## src/rtl/alu_req_arbiter_if.sv

```systemverilog
// Request/response bundle between NUM_REQ issue units and the shared-alu arbiter.
// Pure wiring: no storage, no added latency.
// Backpressure: req_ready per requester on the request side, rsp_ready on the response side.
interface alu_req_arbiter_if #(
  parameter int WIDTH   = 32,
  parameter int NUM_REQ = 4
);
  localparam int IDW = $clog2(NUM_REQ);

  logic [NUM_REQ-1:0]       req_valid;
  logic [NUM_REQ-1:0]       req_ready;
  logic [NUM_REQ*WIDTH-1:0] req_a;
  logic [NUM_REQ*WIDTH-1:0] req_b;
  logic [NUM_REQ*4-1:0]     req_op;

  logic                     rsp_valid;
  logic                     rsp_ready;
  logic [IDW-1:0]           rsp_id;
  logic [WIDTH-1:0]         rsp_result;
  logic                     rsp_zero;
  logic                     rsp_err;

  // Requester / response-consumer side.
  modport master (
    output req_valid, req_a, req_b, req_op, rsp_ready,
    input  req_ready, rsp_valid, rsp_id, rsp_result, rsp_zero, rsp_err
  );

  // Arbiter side.
  modport slave (
    input  req_valid, req_a, req_b, req_op, rsp_ready,
    output req_ready, rsp_valid, rsp_id, rsp_result, rsp_zero, rsp_err
  );
endinterface

```

## src/rtl/alu_req_arbiter.sv

```systemverilog
// Round-robin share of one registered alu among NUM_REQ requesters; ALU_ARB_OPCHK_EN blocks ops > 6.
// Latency: grant in cycle N, tagged response valid in cycle N+2; peak one op every 2 cycles.
// Backpressure: response held while rsp_ready low; no new grant until the pending response retires.
module alu_req_arbiter #(
  parameter int WIDTH   = 32,
  parameter int NUM_REQ = 4
) (
  input  logic                 clk,
  input  logic                 rst,
  alu_req_arbiter_if.slave     bus,
  output logic [WIDTH-1:0]     alu_a,
  output logic [WIDTH-1:0]     alu_b,
  output logic [3:0]           alu_ctrl,
  input  logic [WIDTH-1:0]     alu_result,
  input  logic                 alu_zero,
  output logic                 busy
);
  localparam int IDW = $clog2(NUM_REQ);
  // One extra bit so rr_ptr + offset can exceed NUM_REQ-1 before the wrap.
  localparam int PW  = IDW + 1;

  typedef enum logic [1:0] {
    IDLE  = 2'd0,
    ISSUE = 2'd1,
    RESP  = 2'd2
  } state_t;

  state_t           state;
  logic [IDW-1:0]   rr_ptr;
  logic [IDW-1:0]   rsp_id_q;
  logic [IDW-1:0]   gnt_idx;
  logic [IDW-1:0]   nxt_ptr;
  logic [PW-1:0]    cand;
  logic             gnt_found;
  logic             grant_win;
  logic             grant;
  logic [WIDTH-1:0] sel_a;
  logic [WIDTH-1:0] sel_b;
  logic [3:0]       sel_op;
`ifdef ALU_ARB_OPCHK_EN
  logic             err_q;
`endif

  // Round-robin search: first valid requester starting at rr_ptr, wrapping mod NUM_REQ.
  always_comb begin
    gnt_found = 1'b0;
    gnt_idx   = '0;
    cand      = '0;
    for (int k = 0; k < NUM_REQ; k++) begin
      cand = PW'(rr_ptr) + PW'(k);
      if (cand >= PW'(NUM_REQ)) begin
        cand = cand - PW'(NUM_REQ);
      end
      if (!gnt_found && bus.req_valid[cand[IDW-1:0]]) begin
        gnt_found = 1'b1;
        gnt_idx   = cand[IDW-1:0];
      end
    end
  end

  // A grant is only possible when the alu is free or its result is retiring this cycle.
  assign grant_win = !rst && ((state == IDLE) || ((state == RESP) && bus.rsp_ready));
  assign grant     = grant_win && gnt_found;

  assign bus.req_ready = grant ? (NUM_REQ'(1) << gnt_idx) : '0;

  assign sel_a   = bus.req_a[gnt_idx*WIDTH +: WIDTH];
  assign sel_b   = bus.req_b[gnt_idx*WIDTH +: WIDTH];
  assign sel_op  = bus.req_op[gnt_idx*4 +: 4];
  assign nxt_ptr = (gnt_idx == IDW'(NUM_REQ - 1)) ? '0 : gnt_idx + 1'b1;

  // Sequencer, pointer and issue registers; alu inputs only change on a grant so its result stays stable.
  always_ff @(posedge clk) begin
    if (rst) begin
      state    <= IDLE;
      rr_ptr   <= '0;
      rsp_id_q <= '0;
      alu_a    <= '0;
      alu_b    <= '0;
      alu_ctrl <= 4'd0;
`ifdef ALU_ARB_OPCHK_EN
      err_q    <= 1'b0;
`endif
    end else begin
      case (state)
        IDLE:    if (grant) state <= ISSUE;
        ISSUE:   state <= RESP;
        RESP:    if (bus.rsp_ready) state <= grant ? ISSUE : IDLE;
        default: state <= IDLE;
      endcase

      if (grant) begin
        rr_ptr   <= nxt_ptr;
        rsp_id_q <= gnt_idx;
`ifdef ALU_ARB_OPCHK_EN
        // Illegal codes never reach the alu; it sees a harmless zero add instead.
        if (sel_op > 4'd6) begin
          alu_a    <= '0;
          alu_b    <= '0;
          alu_ctrl <= 4'd0;
          err_q    <= 1'b1;
        end else begin
          alu_a    <= sel_a;
          alu_b    <= sel_b;
          alu_ctrl <= sel_op;
          err_q    <= 1'b0;
        end
`else
        alu_a    <= sel_a;
        alu_b    <= sel_b;
        alu_ctrl <= sel_op;
`endif
      end
    end
  end

  assign bus.rsp_valid = (state == RESP);
  assign bus.rsp_id    = rsp_id_q;
  assign busy          = (state != IDLE);

`ifdef ALU_ARB_OPCHK_EN
  assign bus.rsp_result = err_q ? '0 : alu_result;
  assign bus.rsp_zero   = err_q | alu_zero;
  assign bus.rsp_err    = err_q;
`else
  assign bus.rsp_result = alu_result;
  assign bus.rsp_zero   = alu_zero;
  assign bus.rsp_err    = 1'b0;
`endif
endmodule
```

## src/flat_wrapper.sv

```systemverilog
// flat-port wrapper written by rule: the top's interface ports become plain ports
module alu_req_arbiter_flat 
#(
  parameter int WIDTH   = 32,
  parameter int NUM_REQ = 4
)
  (clk, rst, alu_a, alu_b, alu_ctrl, alu_result, alu_zero, busy, bus_req_valid, bus_req_a, bus_req_b, bus_req_op, bus_rsp_ready, bus_req_ready, bus_rsp_valid, bus_rsp_id, bus_rsp_result, bus_rsp_zero, bus_rsp_err);
  alu_req_arbiter_if #(.WIDTH(WIDTH), .NUM_REQ(NUM_REQ)) bus_i ();
  input  logic clk;
  input  logic rst;
  output logic [WIDTH-1:0] alu_a;
  output logic [WIDTH-1:0] alu_b;
  output logic [3:0] alu_ctrl;
  input  logic [WIDTH-1:0] alu_result;
  input  logic alu_zero;
  output logic busy;
  input wire logic [$bits(bus_i.req_valid)-1:0] bus_req_valid;
  input wire logic [$bits(bus_i.req_a)-1:0] bus_req_a;
  input wire logic [$bits(bus_i.req_b)-1:0] bus_req_b;
  input wire logic [$bits(bus_i.req_op)-1:0] bus_req_op;
  input wire logic [$bits(bus_i.rsp_ready)-1:0] bus_rsp_ready;
  output wire logic [$bits(bus_i.req_ready)-1:0] bus_req_ready;
  output wire logic [$bits(bus_i.rsp_valid)-1:0] bus_rsp_valid;
  output wire logic [$bits(bus_i.rsp_id)-1:0] bus_rsp_id;
  output wire logic [$bits(bus_i.rsp_result)-1:0] bus_rsp_result;
  output wire logic [$bits(bus_i.rsp_zero)-1:0] bus_rsp_zero;
  output wire logic [$bits(bus_i.rsp_err)-1:0] bus_rsp_err;
  assign bus_i.req_valid = bus_req_valid;
  assign bus_i.req_a = bus_req_a;
  assign bus_i.req_b = bus_req_b;
  assign bus_i.req_op = bus_req_op;
  assign bus_i.rsp_ready = bus_rsp_ready;
  assign bus_req_ready = bus_i.req_ready;
  assign bus_rsp_valid = bus_i.rsp_valid;
  assign bus_rsp_id = bus_i.rsp_id;
  assign bus_rsp_result = bus_i.rsp_result;
  assign bus_rsp_zero = bus_i.rsp_zero;
  assign bus_rsp_err = bus_i.rsp_err;
  alu_req_arbiter #(.WIDTH(WIDTH), .NUM_REQ(NUM_REQ)) u_core (.clk(clk), .rst(rst), .bus(bus_i), .alu_a(alu_a), .alu_b(alu_b), .alu_ctrl(alu_ctrl), .alu_result(alu_result), .alu_zero(alu_zero), .busy(busy));
endmodule
```

## config.mk

```make
export PLATFORM = sky130hd
export DESIGN_NAME = alu_req_arbiter_flat
export DESIGN_NICKNAME = d
export VERILOG_FILES = /design/src/rtl/alu_req_arbiter_if.sv /design/src/rtl/alu_req_arbiter.sv /design/src/flat_wrapper.sv
export SDC_FILE = /design/constraint.sdc
export NUM_CORES = 1
export LEC_CHECK = 0
export ABC_AREA = 1
export BUFFER_PORTS_ARGS = -buffer_cell sky130_fd_sc_hd__buf_4
export CORE_AREA = 5 5 162 164
export DETAILED_ROUTE_END_ITERATION = 16
export DIE_AREA = 0 0 167 169
export PLACE_DENSITY = 0.54
export SYNTH_ARGS = -nofsm -noshare
export SYNTH_HDL_FRONTEND = slang
export SYNTH_SLANG_ARGS = --single-unit
```

## constraint.sdc

```tcl
create_clock -name clk -period 3.8 [get_ports clk]
set_input_delay 0.19 -clock clk [delete_from_list [all_inputs] [get_ports clk]]
set_output_delay 0.19 -clock clk [all_outputs]
set_load 0.05 [all_outputs]
```

Yosys cells after proc, flatten, opt, wreduce, memory -nomap -nowiden
Cells that the tools add are included.
Cells by class
  reductions and logical operators: 14
  order comparisons: 8
  mux-type cells: 26
  shifts and indexed selects: 4
  add/subtract/negate cells: 8
  eq/ne operators: 5
Operators with widths (number)
  $shiftx A128 B8 Y32: 2
  $mux W2: 11
  $shiftx A16 B5 Y4: 1
  $lt A2 B3 Y1 const B: 4
  $ge A3 B3 Y1 const B: 3
  $mux W1: 9
  $bmux W1 S2: 4
  $sub A2 B1 Y2 const B: 4
  $add A2 B2 Y3 const B: 2
  $logic_and A1 B1 Y1: 6
  $pmux W2 S3: 1
  $eq A2 B2 Y1 const B: 2
  $logic_not A1 Y1: 4
  $mux W4: 1
  $shl A1 B2 Y4 const A: 1
  $add A2 B1 Y3 const B: 1
  $ge A2 B3 Y1 const B: 1
  $add A2 B1 Y2 const B: 1
  $eq A2 B1 Y1 const B: 1
  $logic_not A2 Y1: 1
  $ne A2 B1 Y1 const B: 1
  $ne A2 B2 Y1 const B: 1
  $reduce_and A2 Y1: 1
  $reduce_bool A2 Y1: 1
  $logic_or A1 B1 Y1: 1
Word-level totals
  word-level logic and storage cells: 71
  output and inout port bits: 110
  register bits: 74

Logic depth before layout (Yosys ltp)
Gate-level depths: netlist (run 1).
  depth in word-level cells: 18
  mapped depth: 17

Worst setup path before layout (run 1)
Ideal clock, no wire load.
  path type: flip-flop to output port
  from: register u_core.rr_ptr[0]
  to: output port bus_req_ready[3]
  slack: 1.231 ns
  data required time: 3.610 ns
  cell stages (with the launch flop): 14
  arrival time: 2.379 ns
  buffers on the path: 2
  cell sequence: dfxtp_1 > buf_4 > nand2_1 > nand3_1 > nand2_1 > nor2_4 > nand3_1 > nand3_1 > nand2_2 > inv_1 > buf_2 > ha_1 > inv_1 > nor2_1
Between the ends
  longest elaborated chain between the ends: 16
RTL lines
  start, declared: line alu_req_arbiter.sv:29  | logic [IDW-1:0] rr_ptr;
  start signal, assigned: line alu_req_arbiter.sv:93  | rr_ptr <= nxt_ptr;
  branches (longest 13 deep; another with $add A2 B1 Y3)
  $mux W2 *: line alu_req_arbiter.sv:54  | if (!gnt_found && bus.req_valid[cand[IDW-1:0]]) begin
  named net u_core.gnt_idx[1]: line alu_req_arbiter.sv:31  | logic [IDW-1:0] gnt_idx;
  $shl A1 B2 Y4 *: line alu_req_arbiter.sv:65  | assign bus.req_ready = grant ? (NUM_REQ'(1) << gnt_idx) : '0;
  $mux W4 *: line alu_req_arbiter.sv:65
  end, declared: line flat_wrapper.sv:22  | output wire logic [$bits(bus_i.req_ready)-1:0] bus_req_ready;
Mark *: on every way through the listed nets, which the timed path passes. The select of a mux whose other input is x is not followed.

Worst setup path in the final report (run 1)
  from: register u_core.rr_ptr[0]
  to: output port bus_req_ready[1]
Between the ends
  longest elaborated chain between the ends: 16
RTL lines (line)
  branches (longest 15 deep; another with $add A2 B1 Y3)
  $mux W4 *: alu_req_arbiter.sv:65
Every way passes the cells marked *. The select of a mux whose other input is x is not followed.

==> results of run 1 <==
## state kept, by name (all words and copies together) (netlist names)
register           flops
u_core.alu_a          32
u_core.alu_b          32
u_core.alu_ctrl        4
u_core.bus.rsp_id      2
u_core.rr_ptr          2
u_core.state           2
## where the power goes
group | internal [uW] | leakage, uW | switching, uW
clock | 763 | 0.000189 | 364
combinational | 2020 | 0.00400 | 4950
sequential | 1160 | 0.000614 | 213
total | 3940 | 0.00480 | 5520
## through the flow
step / hold WS [ns] / setup slack, ns / total power (uW)
final: 0.158 / 0.521 / 9470
after floorplan: 0.408 / 1.23 / 6680
after detailed placement: 0.380 / 0.597 / 8430
after CTS: 0.138 / 0.237 / 9610
after global placement: 0.380 / 0.583 / 8440
after global routing: 0.164 / 0.170 / 10400
## tightest hold or removal path, stage by stage
cell     delay [ns]
buf_4          0.08
nand2_1        0.04
nand3_1        0.05
nand3_1        0.06
nand2_1        0.05
## cell usage after synthesis
cell type / n / area [um2]
nand4_1: 44 / 275
nand2_4: 1 / 11.3
buf_1: 5 / 18.8
clkbuf_1: 22 / 82.6
nand3_2: 2 / 20.0
o211a_1: 1 / 10.0
a21oi_1: 3 / 15.0
nor2_4: 2 / 22.5
dfxtp_1: 74 / 1480
buf_4: 45 / 338
nor2_1: 55 / 206
inv_1: 35 / 131
ha_1: 4 / 50.1
nand3_1: 145 / 726
buf_6: 4 / 45.0
o21ai_0: 5 / 25.0
nand2_2: 4 / 25.0
conb_1: 1 / 3.75
inv_2: 8 / 30.0
nand2_1: 511 / 1920
buf_2: 25 / 125
nand3_4: 1 / 17.5
## metal layers
| layer | up-vias | wire length (um) | global-route usage |
|---|---|---|---|
| li1 | 3659 | - | - |
| met3 | 46 | 1800 | 0.0465 |
| met4 | 0 | 778 | 0.0701 |
| met5 | - | 0 | 0 |
| met1 | 3215 | 10500 | 0.204 |
| met2 | 271 | 12000 | 0.284 |
## worst max path at each step
| stage | from | end | cells after the start |
|---|---|---|---|
| after floorplan | u_core.rr_ptr[0]$_SDFFE_PP0P_ | bus_req_ready[3] | 13 |
| after global placement | u_core.rr_ptr[0]$_SDFFE_PP0P_ | bus_req_ready[3] | 14 |
| after detailed placement | u_core.rr_ptr[0]$_SDFFE_PP0P_ | u_core.alu_a[7]$_SDFFE_PP0P_ | 14 |
| after CTS | u_core.rr_ptr[0]$_SDFFE_PP0P_ | bus_req_ready[1] | 14 |
| after global routing | u_core.rr_ptr[0]$_SDFFE_PP0P_ | bus_req_ready[3] | 14 |
| final | u_core.rr_ptr[0]$_SDFFE_PP0P_ | bus_req_ready[1] | 14 |
## final cells by class
cell class | instances | share of cell area
clock inverter | 4 | 0.0141
clock buffer | 12 | 0.0312
timing repair buffer | 367 | 0.323
sequential | 74 | 0.174
multi-input combinational | 779 | 0.391
inverter | 43 | 0.0192
tap | 330 | 0.0484
## cell families after synthesis
group | synth area share
and+or+nand+nor | 0.578
AOI/OAI and AO/OA | 0.00897
other | 0.000672
DFF | 0.266
adders and majority gates | 0.00897
buffers and inverters | 0.138
==> results.json, run 1 <==
{
  "grt_pass1_wl_mm": 38.6,
  "routabilityCongestion": 0.903,
  "synth_nets": 1313,
  "finalClockSkew_ns": 0.0109,
  "drtIter0Drc": 408,
  "arrival_ns": 3.09,
  "hpwl_mm": 18.4,
  "dieArea_mm2": 0.0282,
  "hp-class": "input pin to flop",
  "drc": 0,
  "crit_slowest_cell": "dfxtp_1",
  "ys_warn_count": 0,
  "critPathLaunchType": "flop",
  "grt_max_degree": 77,
  "overflow": 0,
  "cts_hold_buf": 0,
  "htreeDepth": 3,
  "drt_first_pass_iters": 5,
  "clkSinkCount": 74,
  "via_per_inst": 4.47,
  "ir_drop_uv": 493,
  "max_cap_viol_count": 0,
  "fin_area_mm2": 0.00853,
  "final_cell_mix": "nand2_1, buf_4, nand3_1",
  "num_antenna_cells": 0,
  "routed_wl_mm": 25.0,
  "drive_above_1_share": 0.314,
  "status": "completed",
  "clkTransAtPathRegs_ns": 0.07,
  "relSlewSlack": 0.412,
  "cpPeakStageDelay_ns": 0.55,
  "finalHoldViolations": 0,
  "grt.total_usage": 0.169,
  "final.setup.tns_ns": 0,
  "grt_pass1_vias": 7085,
  "die_w_um": 167,
  "drv_slew": 0,
  "crit_chain": "inv_2 -> nand2_1 -> nand2_2 -> nand2_1 -> nand2_1 -> nand2_1 -> nand2_1 -> nand2_2 -> nand3_4 -> inv_4 -> ha_1 -> inv_1 -> nor2_1 -> buf_4",
  "fin_util": 0.345,
  "period_share": 0.863,
  "hold_depth": 5,
  "nNetsFinal": 1590,
  "postRouteAntennaNets": 0,
  "holdPathEnd": "u_core.alu_a[1]$_SDFFE_PP0P_",
  "postCtsSetupRepairBufs": 0,
  "worst-path-buf-inv": 4,
  "start_util": 0.225,
  "syn_inst": 997,
  "hp-start": "bus_req_a[33]",
  "coreArea_mm2": 0.0247,
  "cp_top_family": "simple AND/OR/NAND/NOR gates",
  "wl_per_cell_um": 15.5,
  "synthesis.area_mm2": 0.00558,
  "multiInputGateArea_mm2": 0.00333,
  "r2r-end": "u_core.alu_a[10]$_SDFFE_PP0P_",
  "worst_ep_required_time_ns": 3.61,
  "rsz0062_at_grt": "no",
  "setup_viol": 0,
  "worstMarginPinSlew_ns": 0.882,
  "cts_resized": 0,
  "layout_commonest_cell": "nand2_1",
  "num_io_pins": 422,
  "fin_crit_ns": 3.28,
  "seq_area_mm2": 0.00148,
  "fill_cells": 2762,
  "ys_seq_elements": 74,
  "cts_tree": "built",
  "fp.dieH_um": 169,
  "placed_area_mm2": 0.00814,
  "yosysUniqueCellTypes": 22,
  "powerDensity_mw_per_mm2": 1110,
  "rr_startpoint": "u_core.rr_ptr[0]$_SDFFE_PP0P_",
  "io_buffers": 354,
  "place_inst": 1593,
  "clk_latency_ns": 0.34,
  "worstSetupPathType": "flop to primary output",
  "antenna_found_initial": 0,
  "cp-end-kind": "primary output",
  "syn_area_per_cell_um2": 5.59,
  "crit_top_cell": "nand2_1",
  "clock_path_buffers": 2,
  "reg2reg_depth": 14,
  "crit_path_max_fanout": 41,
  "via_count": 7191,
  "p_leak_uw": 0.00480,
  "cts_made_buffers": 9,
  "final_cells": 1609,
  "ys_seq_area_frac": 0.266,
  "root_buffer": "clkbuf_16",
  "area_growth_pct": 53.0,
  "rows": 58,
  "r2r_slack_ns": 0.65,
  "timing.fmax_mhz": 305
}
Power figures use the tool's default switching activity.
==> run 2, diff against run 1 <==
--- a/config.mk
+++ b/config.mk
@@ -12,4 +12,5 @@
 export DIE_AREA = 0 0 167 169
 export PLACE_DENSITY = 0.54
+export REMOVE_ABC_BUFFERS = 1
 export SYNTH_ARGS = -nofsm -noshare
 export SYNTH_HDL_FRONTEND = slang
==> constraint.sdc (replaced) <==
create_clock -name clk -period 3.8 [get_ports clk]
set_input_delay 0.19 -clock clk [delete_from_list [all_inputs] [get_ports clk]]
set_output_delay 0.19 -clock clk [all_outputs]
set_load 0.1 [all_outputs]
==> run 2 against run 1 <==
  * Hold slack gained 0.0076 ns
  * Register-to-register slack improved by 0.09 ns
  * Die area unchanged
  * Routed wire length up 5.4%
  * Sequential share of layout area rose by 0.079 points
  * Critical path type unchanged
  * Largest cell class unchanged
==> results.json, run 2 (synthesis gave the netlist of run 1 again) <==
{
  "routabilityCongestion": 0.801,
  "clkSinkCount": 74,
  "routed_wl_mm": 26.4,
  "crit_path_max_fanout": 45,
  "final.setup.tns_ns": 0,
  "hpwl_mm": 20.0,
  "antenna_found_initial": 1,
  "layout_commonest_cell": "nand2_1",
  "cts_tree": "built",
  "clk_latency_ns": 0.34,
  "worstMarginPinSlew_ns": 0.867,
  "final_cells": 1610,
  "period_share": 0.900,
  "grt_pass1_wl_mm": 39.6,
  "top_regs": "u_core.alu_a x32, u_core.alu_b x32, u_core.alu_ctrl x4",
  "rows": 58,
  "status": "completed",
  "placed_area_mm2": 0.00816,
  "critPathLaunchType": "flop",
  "fp.dieH_um": 169,
  "place_inst": 1594,
  "die_w_um": 167,
  "root_buffer": "clkbuf_16",
  "fin_crit_ns": 3.42,
  "postCtsSetupRepairBufs": 0,
  "fin_area_mm2": 0.00849,
  "cts_resized": 0,
  "drive_above_1_share": 0.314,
  "cp-end-kind": "primary output",
  "dieArea_mm2": 0.0282,
  "fill_cells": 2749,
  "start_util": 0.225,
  "area_growth_pct": 52.3,
  "setup_viol": 0,
  "rsz0062_at_grt": "no",
  "drtIter0Drc": 359,
  "cts_hold_buf": 0,
  "coreArea_mm2": 0.0247,
  "grt_pass1_vias": 6777,
  "grt_max_degree": 77,
  "postRouteAntennaNets": 0,
  "relSlewSlack": 0.422,
  "worstSetupPathType": "flop to primary output",
  "final_cell_mix": "nand2_1, buf_4, nand3_1",
  "via_per_inst": 4.43,
  "io_buffers": 354,
  "via_count": 7135,
  "nNetsFinal": 1591,
  "max_cap_viol_count": 0,
  "num_io_pins": 422,
  "drv_slew": 0,
  "finalHoldViolations": 0,
  "multiInputGateArea_mm2": 0.00333,
  "clock_path_buffers": 2,
  "htreeDepth": 3,
  "grt.total_usage": 0.178,
  "clkTransAtPathRegs_ns": 0.07,
  "hp-class": "input pin to flop",
  "cts_made_buffers": 9,
  "seq_area_mm2": 0.00148,
  "arrival_ns": 3.23,
  "wl_per_cell_um": 16.4,
  "worst_ep_required_time_ns": 3.61,
  "timing.fmax_mhz": 292,
  "overflow": 0,
  "drc": 0,
  "finalClockSkew_ns": 0.0115,
  "drt_first_pass_iters": 4
}
-- run 2: worst paths after layout --
check	to	slack [ns]	startpoint	cells past startpoint
hold / removal	u_core.alu_a[5]$_SDFFE_PP0P_	0.17	bus_req_a[37]	5
hold reg to reg	u_core.alu_b[16]$_SDFFE_PP0P_	0.47	u_core.alu_b[16]$_SDFFE_PP0P_	2
setup / recovery	bus_req_ready[3]	0.38	u_core.rr_ptr[0]$_SDFFE_PP0P_	13
setup reg to reg	u_core.alu_a[10]$_SDFFE_PP0P_	0.74	u_core.rr_ptr[0]$_SDFFE_PP0P_	14
-- run 2: through the flow --
stage | util | worst slack (ns) | hold WS [ns]
5_1_grt | 0.343 | 0.0587 | 0.172
3_5_place_dp | 0.330 | 0.701 | 0.381
2_1_floorplan | - | -2.36 | 0.380
3_3_place_gp | 0.330 | 0.698 | 0.381
4_1_cts | 0.343 | 0.327 | 0.147
6_report | 0.343 | 0.378 | 0.166
-- run 2: critical path: stages (launching register included) --
cell     delay, ns
dfxtp_1       0.54
inv_2         0.16
nand2_1       0.11
nand3_1       0.09
nand2_1       0.16
nor2_4        0.07
nand3_4       0.07
buf_4         0.45
nand3_4       0.19
inv_2         0.32
ha_1          0.22
inv_1         0.05
nor2_1        0.15
buf_4         0.33
-- run 2: layout make-up --
cell class | instances | area share
multi-input cells | 779 | 0.392
repair buffers | 368 | 0.327
flip-flops and latches | 74 | 0.174
well taps | 330 | 0.0486
clock buffers | 11 | 0.0298
inverters | 43 | 0.0190
clock inverters | 4 | 0.00884
diodes | 1 | 0.000295
-- run 2: per-layer routing --
metal | vias up | wire [um] | global-route usage
met2 | 261 | 11700 | 0.270
li1 | 3664 | - | -
met3 | 20 | 2470 | 0.0747
met1 | 3188 | 11800 | 0.233
met4 | 2 | 340 | 0.0430
met5 | - | 113 | 0.0296
Power of run 2 is left out: the tool's default activity adds up to more than one toggle a clock period on the data nets, which glitch-free logic cannot reach.
